$ cat src/rtl/pipe_ctrl_pkg.sv
// Shared types and stage-control presets for the RV32I pipeline sequencer.
package pipe_ctrl_pkg;

    localparam int unsigned STATE_W = 3;
    localparam int unsigned LEFT_W  = 3;

    typedef enum logic [STATE_W-1:0] {
        RUN        = 3'd0,
        LOAD_STALL = 3'd1,
        MEM_WAIT   = 3'd2,
        DRAIN      = 3'd3,
        HALTED     = 3'd4
    } ctrl_state_e;

    typedef struct packed {
        logic en;
        logic flush;
    } stage_ctrl_t;

    typedef struct packed {
        logic        pc_en;
        logic        pc_redirect;
        stage_ctrl_t if_id;
        stage_ctrl_t id_ex;
        logic        ex_mem_en;
        logic        mem_wb_en;
    } pipe_ctrl_t;

    localparam pipe_ctrl_t CTRL_RUN = '{
        pc_en: 1'b1, pc_redirect: 1'b0,
        if_id: '{en: 1'b1, flush: 1'b0}, id_ex: '{en: 1'b1, flush: 1'b0},
        ex_mem_en: 1'b1, mem_wb_en: 1'b1};

    localparam pipe_ctrl_t CTRL_FLUSH = '{
        pc_en: 1'b1, pc_redirect: 1'b1,
        if_id: '{en: 1'b1, flush: 1'b1}, id_ex: '{en: 1'b1, flush: 1'b1},
        ex_mem_en: 1'b1, mem_wb_en: 1'b1};

    // Hold PC and IF/ID, push a bubble into ID/EX.
    localparam pipe_ctrl_t CTRL_STALL = '{
        pc_en: 1'b0, pc_redirect: 1'b0,
        if_id: '{en: 1'b0, flush: 1'b0}, id_ex: '{en: 1'b1, flush: 1'b1},
        ex_mem_en: 1'b1, mem_wb_en: 1'b1};

    // Stop fetch, feed NOPs behind the halting instruction, let the rest retire.
    localparam pipe_ctrl_t CTRL_DRAIN = '{
        pc_en: 1'b0, pc_redirect: 1'b0,
        if_id: '{en: 1'b1, flush: 1'b1}, id_ex: '{en: 1'b1, flush: 1'b0},
        ex_mem_en: 1'b1, mem_wb_en: 1'b1};

    localparam pipe_ctrl_t CTRL_FREEZE = '0;

endpackage

$ cat src/rtl/pipeline_ctrl_fsm_if.sv
// Hazard-request inputs and stage-control outputs of the pipeline sequencer.
interface pipeline_ctrl_fsm_if
    import pipe_ctrl_pkg::*;
#(
    parameter int unsigned CNT_W = 32
);
    logic               load_use_req;
    logic               mispredict;
    logic               dmem_ready;
    logic               halt_req;
    logic               pc_en;
    logic               pc_redirect;
    logic               if_id_en;
    logic               if_id_flush;
    logic               id_ex_en;
    logic               id_ex_flush;
    logic               ex_mem_en;
    logic               mem_wb_en;
    logic               halted;
    logic [STATE_W-1:0] state_o;
    logic [CNT_W-1:0]   stall_cycles;
    logic [CNT_W-1:0]   flush_count;

    modport master (
        input  load_use_req, mispredict, dmem_ready, halt_req,
        output pc_en, pc_redirect, if_id_en, if_id_flush, id_ex_en, id_ex_flush,
               ex_mem_en, mem_wb_en, halted, state_o, stall_cycles, flush_count
    );

    modport slave (
        output load_use_req, mispredict, dmem_ready, halt_req,
        input  pc_en, pc_redirect, if_id_en, if_id_flush, id_ex_en, id_ex_flush,
               ex_mem_en, mem_wb_en, halted, state_o, stall_cycles, flush_count
    );
endinterface

$ cat src/rtl/sat_counter.sv
// Increment-enable counter that sticks at all-ones instead of wrapping.
module sat_counter #(
    parameter int unsigned W = 32
) (
    input  logic         clk,
    input  logic         reset,
    input  logic         inc,
    output logic [W-1:0] count
);
    logic [W-1:0] count_q;
    logic [W-1:0] count_d;

    always_comb begin
        count_d = count_q;
        if (inc && (count_q != '1)) begin
            count_d = count_q + W'(1);
        end
    end

    always_ff @(posedge clk) begin
        if (reset) begin
            count_q <= '0;
        end else begin
            count_q <= count_d;
        end
    end

    assign count = count_q;
endmodule

$ cat src/rtl/pipeline_ctrl_fsm.sv
// Pipeline sequencer: stage enables/flushes, PC redirect, load-use stall,
// memory-wait freeze, halt drain and saturating performance counters.
module pipeline_ctrl_fsm
    import pipe_ctrl_pkg::*;
#(
    parameter int unsigned LOAD_STALL_CYCLES = 1,
    parameter int unsigned DRAIN_CYCLES      = 4,
    parameter int unsigned CNT_W             = 32
) (
    input  logic                clk,
    input  logic                reset,
    pipeline_ctrl_fsm_if.master bus
);
    localparam int unsigned DRAIN_W = $clog2(DRAIN_CYCLES + 1);
    localparam logic [LEFT_W-1:0]  STALL_LOAD = LEFT_W'(LOAD_STALL_CYCLES - 1);
    localparam logic [DRAIN_W-1:0] DRAIN_LOAD = DRAIN_W'(DRAIN_CYCLES);

    ctrl_state_e         state_q, state_d;
    ctrl_state_e         ret_state_q, ret_state_d;
    ctrl_state_e         cur_state;
    logic [LEFT_W-1:0]   stall_left_q, stall_left_d;
    logic [LEFT_W-1:0]   ret_left_q, ret_left_d;
    logic [LEFT_W-1:0]   cur_left;
    logic [DRAIN_W-1:0]  drain_left_q, drain_left_d;
    pipe_ctrl_t          ctrl;
    logic                flush_inc;
    logic                stall_inc;
    logic [CNT_W-1:0]    stall_cnt;
    logic [CNT_W-1:0]    flush_cnt;

    // Leaving MEM_WAIT evaluates the restored state in the same cycle.
    always_comb begin
        state_d      = state_q;
        ret_state_d  = ret_state_q;
        stall_left_d = stall_left_q;
        ret_left_d   = ret_left_q;
        drain_left_d = drain_left_q;
        ctrl         = CTRL_RUN;
        flush_inc    = 1'b0;
        cur_state    = (state_q == MEM_WAIT) ? ret_state_q : state_q;
        cur_left     = (state_q == MEM_WAIT) ? ret_left_q : stall_left_q;

        if (cur_state == HALTED) begin
            ctrl = CTRL_FREEZE;
        end else if (!bus.dmem_ready) begin
            ctrl        = CTRL_FREEZE;
            ret_state_d = cur_state;
            ret_left_d  = cur_left;
            state_d     = MEM_WAIT;
        end else begin
            state_d      = cur_state;
            stall_left_d = cur_left;
            case (cur_state)
                RUN: begin
                    if (bus.mispredict) begin
                        ctrl      = CTRL_FLUSH;
                        flush_inc = 1'b1;
                    end else if (bus.halt_req) begin
                        ctrl         = CTRL_DRAIN;
                        drain_left_d = DRAIN_LOAD;
                        state_d      = DRAIN;
                    end else if (bus.load_use_req) begin
                        ctrl         = CTRL_STALL;
                        stall_left_d = STALL_LOAD;
                        if (STALL_LOAD != '0) begin
                            state_d = LOAD_STALL;
                        end
                    end
                end
                LOAD_STALL: begin
                    if (bus.mispredict) begin
                        ctrl         = CTRL_FLUSH;
                        flush_inc    = 1'b1;
                        stall_left_d = '0;
                        state_d      = RUN;
                    end else begin
                        ctrl         = CTRL_STALL;
                        stall_left_d = cur_left - LEFT_W'(1);
                        if (cur_left == LEFT_W'(1)) begin
                            state_d = RUN;
                        end
                    end
                end
                DRAIN: begin
                    ctrl         = CTRL_DRAIN;
                    drain_left_d = drain_left_q - DRAIN_W'(1);
                    if (bus.mispredict) begin
                        ctrl.id_ex.flush = 1'b1;
                        flush_inc        = 1'b1;
                    end
                    if (drain_left_q == DRAIN_W'(1)) begin
                        state_d = HALTED;
                    end
                end
                default: begin
                    ctrl = CTRL_FREEZE;
                end
            endcase
        end
    end

    always_ff @(posedge clk) begin
        if (reset) begin
            state_q      <= RUN;
            ret_state_q  <= RUN;
            stall_left_q <= '0;
            ret_left_q   <= '0;
            drain_left_q <= '0;
        end else begin
            state_q      <= state_d;
            ret_state_q  <= ret_state_d;
            stall_left_q <= stall_left_d;
            ret_left_q   <= ret_left_d;
            drain_left_q <= drain_left_d;
        end
    end

    assign stall_inc = !ctrl.pc_en && (state_q != HALTED);

    sat_counter #(.W(CNT_W)) u_stall_cnt (
        .clk   (clk),
        .reset (reset),
        .inc   (stall_inc),
        .count (stall_cnt)
    );

    sat_counter #(.W(CNT_W)) u_flush_cnt (
        .clk   (clk),
        .reset (reset),
        .inc   (flush_inc),
        .count (flush_cnt)
    );

    assign bus.pc_en        = ctrl.pc_en;
    assign bus.pc_redirect  = ctrl.pc_redirect;
    assign bus.if_id_en     = ctrl.if_id.en;
    assign bus.if_id_flush  = ctrl.if_id.flush;
    assign bus.id_ex_en     = ctrl.id_ex.en;
    assign bus.id_ex_flush  = ctrl.id_ex.flush;
    assign bus.ex_mem_en    = ctrl.ex_mem_en;
    assign bus.mem_wb_en    = ctrl.mem_wb_en;
    assign bus.halted       = (state_q == HALTED);
    assign bus.state_o      = state_q;
    assign bus.stall_cycles = stall_cnt;
    assign bus.flush_count  = flush_cnt;
endmodule

$ cat src/flat_wrapper.sv
// flat-port wrapper written by rule: the top's interface ports become plain ports
module pipeline_ctrl_fsm_flat import pipe_ctrl_pkg::*;
#(
    parameter int unsigned LOAD_STALL_CYCLES = 1,
    parameter int unsigned DRAIN_CYCLES      = 4,
    parameter int unsigned CNT_W             = 32
)
  (clk, reset, bus_load_use_req, bus_mispredict, bus_dmem_ready, bus_halt_req, bus_pc_en, bus_pc_redirect, bus_if_id_en, bus_if_id_flush, bus_id_ex_en, bus_id_ex_flush, bus_ex_mem_en, bus_mem_wb_en, bus_halted, bus_state_o, bus_stall_cycles, bus_flush_count);
  pipeline_ctrl_fsm_if #(.CNT_W(CNT_W)) bus_i ();
  input  logic clk;
  input  logic reset;
  input wire logic [$bits(bus_i.load_use_req)-1:0] bus_load_use_req;
  input wire logic [$bits(bus_i.mispredict)-1:0] bus_mispredict;
  input wire logic [$bits(bus_i.dmem_ready)-1:0] bus_dmem_ready;
  input wire logic [$bits(bus_i.halt_req)-1:0] bus_halt_req;
  output wire logic [$bits(bus_i.pc_en)-1:0] bus_pc_en;
  output wire logic [$bits(bus_i.pc_redirect)-1:0] bus_pc_redirect;
  output wire logic [$bits(bus_i.if_id_en)-1:0] bus_if_id_en;
  output wire logic [$bits(bus_i.if_id_flush)-1:0] bus_if_id_flush;
  output wire logic [$bits(bus_i.id_ex_en)-1:0] bus_id_ex_en;
  output wire logic [$bits(bus_i.id_ex_flush)-1:0] bus_id_ex_flush;
  output wire logic [$bits(bus_i.ex_mem_en)-1:0] bus_ex_mem_en;
  output wire logic [$bits(bus_i.mem_wb_en)-1:0] bus_mem_wb_en;
  output wire logic [$bits(bus_i.halted)-1:0] bus_halted;
  output wire logic [$bits(bus_i.state_o)-1:0] bus_state_o;
  output wire logic [$bits(bus_i.stall_cycles)-1:0] bus_stall_cycles;
  output wire logic [$bits(bus_i.flush_count)-1:0] bus_flush_count;
  assign bus_i.load_use_req = bus_load_use_req;
  assign bus_i.mispredict = bus_mispredict;
  assign bus_i.dmem_ready = bus_dmem_ready;
  assign bus_i.halt_req = bus_halt_req;
  assign bus_pc_en = bus_i.pc_en;
  assign bus_pc_redirect = bus_i.pc_redirect;
  assign bus_if_id_en = bus_i.if_id_en;
  assign bus_if_id_flush = bus_i.if_id_flush;
  assign bus_id_ex_en = bus_i.id_ex_en;
  assign bus_id_ex_flush = bus_i.id_ex_flush;
  assign bus_ex_mem_en = bus_i.ex_mem_en;
  assign bus_mem_wb_en = bus_i.mem_wb_en;
  assign bus_halted = bus_i.halted;
  assign bus_state_o = bus_i.state_o;
  assign bus_stall_cycles = bus_i.stall_cycles;
  assign bus_flush_count = bus_i.flush_count;
  pipeline_ctrl_fsm #(.LOAD_STALL_CYCLES(LOAD_STALL_CYCLES), .DRAIN_CYCLES(DRAIN_CYCLES), .CNT_W(CNT_W)) u_core (.clk(clk), .reset(reset), .bus(bus_i));
endmodule
$ cat config.mk
export PLATFORM = sky130hd
export DESIGN_NAME = pipeline_ctrl_fsm_flat
export DESIGN_NICKNAME = d
export VERILOG_FILES = /design/src/rtl/pipe_ctrl_pkg.sv /design/src/rtl/pipeline_ctrl_fsm_if.sv /design/src/rtl/sat_counter.sv /design/src/rtl/pipeline_ctrl_fsm.sv /design/src/flat_wrapper.sv
export SDC_FILE = /design/constraint.sdc
export NUM_CORES = 1
export LEC_CHECK = 0
export ABC_CLOCK_PERIOD_IN_PS = 2900
export CELL_PAD_IN_SITES_DETAIL_PLACEMENT = 0
export CELL_PAD_IN_SITES_GLOBAL_PLACEMENT = 1
export CORE_ASPECT_RATIO = 2
export CORE_MARGIN = 5
export CORE_UTILIZATION = 35
export DETAILED_ROUTE_END_ITERATION = 6
export PLACE_DENSITY_LB_ADDON = 0.1
export SYNTH_ARGS = -nofsm -noshare
export SYNTH_HDL_FRONTEND = slang
export SYNTH_SLANG_ARGS = --single-unit
$ cat constraint.sdc
create_clock -name clk -period 2.9 [get_ports clk]
set_input_delay 0.725 -clock clk [delete_from_list [all_inputs] [get_ports clk]]
set_output_delay 0.725 -clock clk [all_outputs]
set_load 0.01 [all_outputs]
==> run metrics <==
placed cells 807; ranking of synthesized cells by area dfxtp_1 35%, or4_1 7.0%, o31ai_1 6.3%; GRT met2 Usage 0.379; Post-synth EDFFs 0; synthesized area per cell 8.12 um2; r2r setup slk 0.21 ns; GR peak layer met2; H-tree Lvls 3; TNS Setup 0 ns; GRT overflow 0; startpoint types primary input; Root Buffer clkbuf_16; vias in the first global route 4,867; Ports 82; VDD IR max 0.536 mV; pwr dens 426 mW/mm2; Worst Tran Pin Value 0.632 ns; worst-case reg-to-reg path depth 6; Synth Register Bits 79; syn_nets 569; clk_skew 0.00969 ns; post-place setup slack -0.206 ns; first-pass GRT wire length 24,200 um; status finished, final reports clean; final WL 14,700 um; reg2reg end u_core.u_flush_cnt.count[18]; Post-Syn Area 0.00452 mm2; RD Place Congestion 0.922; maximum number of pins on one net before global-route repair 50; final hold slack 0.484 ns; Primary FF master, synth dfxtp_1; CTS tree done; crit path DAT 2.09 ns; Post-route DRC 0; Routed WL per cell 17.8 um; ratio of cells with drive above 1 in the final layout 0.155; DP HPWL 11,200 um; post-synth cell types 61; Clock Path Buffers 2; relative slew slack 0.579; RSZ-0062 raised after global routing no; WS Path Type primary input to output port; DP Area 0.00580 mm2; Initial Util 0.358; M3 GR Usage 0.0264; CTS sink count 79; Total Power 2.61 mW; diode count 0; Post-Syn Instances 557; Clock Latency Late Sink 0.34 ns; crit-path cells clkdlybuf4s50_1 > nor2b_1 > nand2_1 > buf_4 > nor2_1 > dlygate4sd2_1; Iter 0 DRT Violations 180; top-area cell type share of the netlist area 0.350; final count of pins violating max slew 0; fraction of registers with async set/reset 0; CP endpoint bus_if_id_flush; Syn-to-layout area delta 35.8%; fin nets 680; full die area 0.0154 mm2; GR Util met1 0.187; final core occ 0.486; Yosys top cell by area dfxtp_1; MaxCap Viol Count 0; FMAX 0.356 GHz; Slowest cell on crit path clkdlybuf4s50_1; Core Region 0.0126 mm2; initial antenna violation count 0; Worst EP required 2.17 ns; Static Leak 2.07 nW; Hold Buf Count CTS 0; TritonCTS Buffers 9; CP max stage delay 0.48 ns; placement row count 58; Hold Fails Final Rpt 0; Port Buffers 81; GRT Util Overall 0.191; crit path max fanout 3; Worst R2R Start u_core.u_flush_cnt.count[6]; Period minus WS final 2.81 ns; count of final setup violators 0; via count 4,825; fin crit share 0.969; CP Capture Type output port; synth warn 0; final worst setup slack 0.0890 ns; Die Span Y 171 um; CP startpoint bus_dmem_ready; Clk pin slew, worst setup/hold paths 0.06 ns; Vias per Instance 5.86; final instance area 0.00614 mm2; 1st-pass router iterations 4; DIE WIDTH 90.4 um; sequential fraction of the synthesis area 0.350; antenna-violating nets left 0; Layout Cells excl Fill 823; worst min-delay path category flip-flop to flip-flop
==> where the power goes <==
part | switching [mW] | internal [mW]
registers | 0.0177 | 1.10
clock network | 0.475 | 0.782
logic | 0.132 | 0.107
total | 0.624 | 1.99
==> routing by layer <==
metal  share of wire  routed length, um
met4           0.039                575
met2            0.56               8270
met3           0.032                467
met5               0                  0
met1            0.37               5360
==> kinds of logic after synthesis <==
kind of cell | count (synthesis) | synth area share
AND/OR/NAND/NOR | 257 | 0.323
AO/OA/AOI/OAI | 134 | 0.197
flip-flops | 79 | 0.350
buffers and inverters | 55 | 0.0504
multiplexers | 25 | 0.0609
adder cells (fa/ha/maj) | 6 | 0.0166
XOR/XNOR | 1 | 0.00194
==> Yosys cell counts, types with 2 or more instances <==
cell	number
nor3_1	15
nor4b_1	3
nand2b_1	2
a21oi_1	51
o21a_1	2
mux2_2	19
o31ai_1	38
mux2i_1	5
and4_1	4
nor2_1	49
a211oi_1	6
nor4_1	19
buf_2	4
clkbuf_1	23
and3b_1	2
and3_1	2
or2_2	4
a21o_1	2
o21bai_1	2
inv_1	24
a31o_2	2
or3_1	11
nor2b_1	20
nand2_1	31
or4_1	42
nand3b_1	2
dfxtp_1	79
buf_4	2
nand4_1	17
nand3_1	25
o21ai_0	11
ha_1	6
o41ai_1	4
nor3b_1	2
==> cell usage in the layout, fill, tap and decap left out, types with 3 or more instances in the layout <==
cell,instances
a211oi_1,6
nor2b_1,20
dlygate4sd2_1,8
o31ai_1,38
clkbuf_16,9
dfxtp_1,77
nand4_1,17
nor4_1,19
nand2_1,31
buf_12,3
o41ai_1,4
o21ai_0,11
and4_1,4
or2_2,4
nor2_1,48
a21oi_1,50
nand3_1,25
ha_1,6
clkdlybuf4s50_1,72
or3_1,11
mux2i_1,5
inv_1,24
mux2_2,19
nor3_1,15
nor4b_1,3
buf_4,47
or4_1,42
==> worst min path at each step <==
| stage | startpoint | endpoint | slack (ns) | cells past startpoint |
|---|---|---|---|---|
| 3_5_place_dp | u_core.drain_left_q[1] | u_core.drain_left_q[1] | 0.47 | 1 |
| 5_1_grt | u_core.drain_left_q[1] | u_core.drain_left_q[1] | 0.52 | 1 |
| 3_3_place_gp | u_core.drain_left_q[1] | u_core.drain_left_q[1] | 0.47 | 1 |
| 2_1_floorplan | u_core.drain_left_q[1] | u_core.drain_left_q[1] | 0.46 | 1 |
| 4_1_cts | u_core.drain_left_q[1] | u_core.drain_left_q[1] | 0.49 | 1 |
| 6_report | u_core.drain_left_q[1] | u_core.drain_left_q[1] | 0.48 | 1 |
==> sequential cells by signal, indices dropped and copies added, names as in the netlist <==
register,count
u_core.bus.state_o,3
u_core.drain_left_q,3
u_core.ret_left_q,3
u_core.ret_state_q,3
u_core.stall_left_q,3
u_core.u_flush_cnt.count,32
u_core.u_stall_cnt.count,32
==> layout make-up <==
type / instances / area [um2]
fillers: 1325 / 6490
multi-input cells: 423 / 2740
flip-flops and latches: 79 / 1580
repair buffers: 131 / 1210
clock buffers: 10 / 239
well taps: 150 / 188
clock inverters: 6 / 91.3
inverters: 24 / 90.1
==> what timing repair did <==
item / CTS / global route
buffers inserted: 0 / 0
setup endpoints to repair: 8 / 2
hold endpoints to repair: 0 / 0
resized for setup: 11 / 3
==> critical path: cells and delay by family <==
family / cells / cell delay [ns]
simple gates: 3 / 0.41
buf+inv: 3 / 0.94
Power figures use the tool's default switching activity.
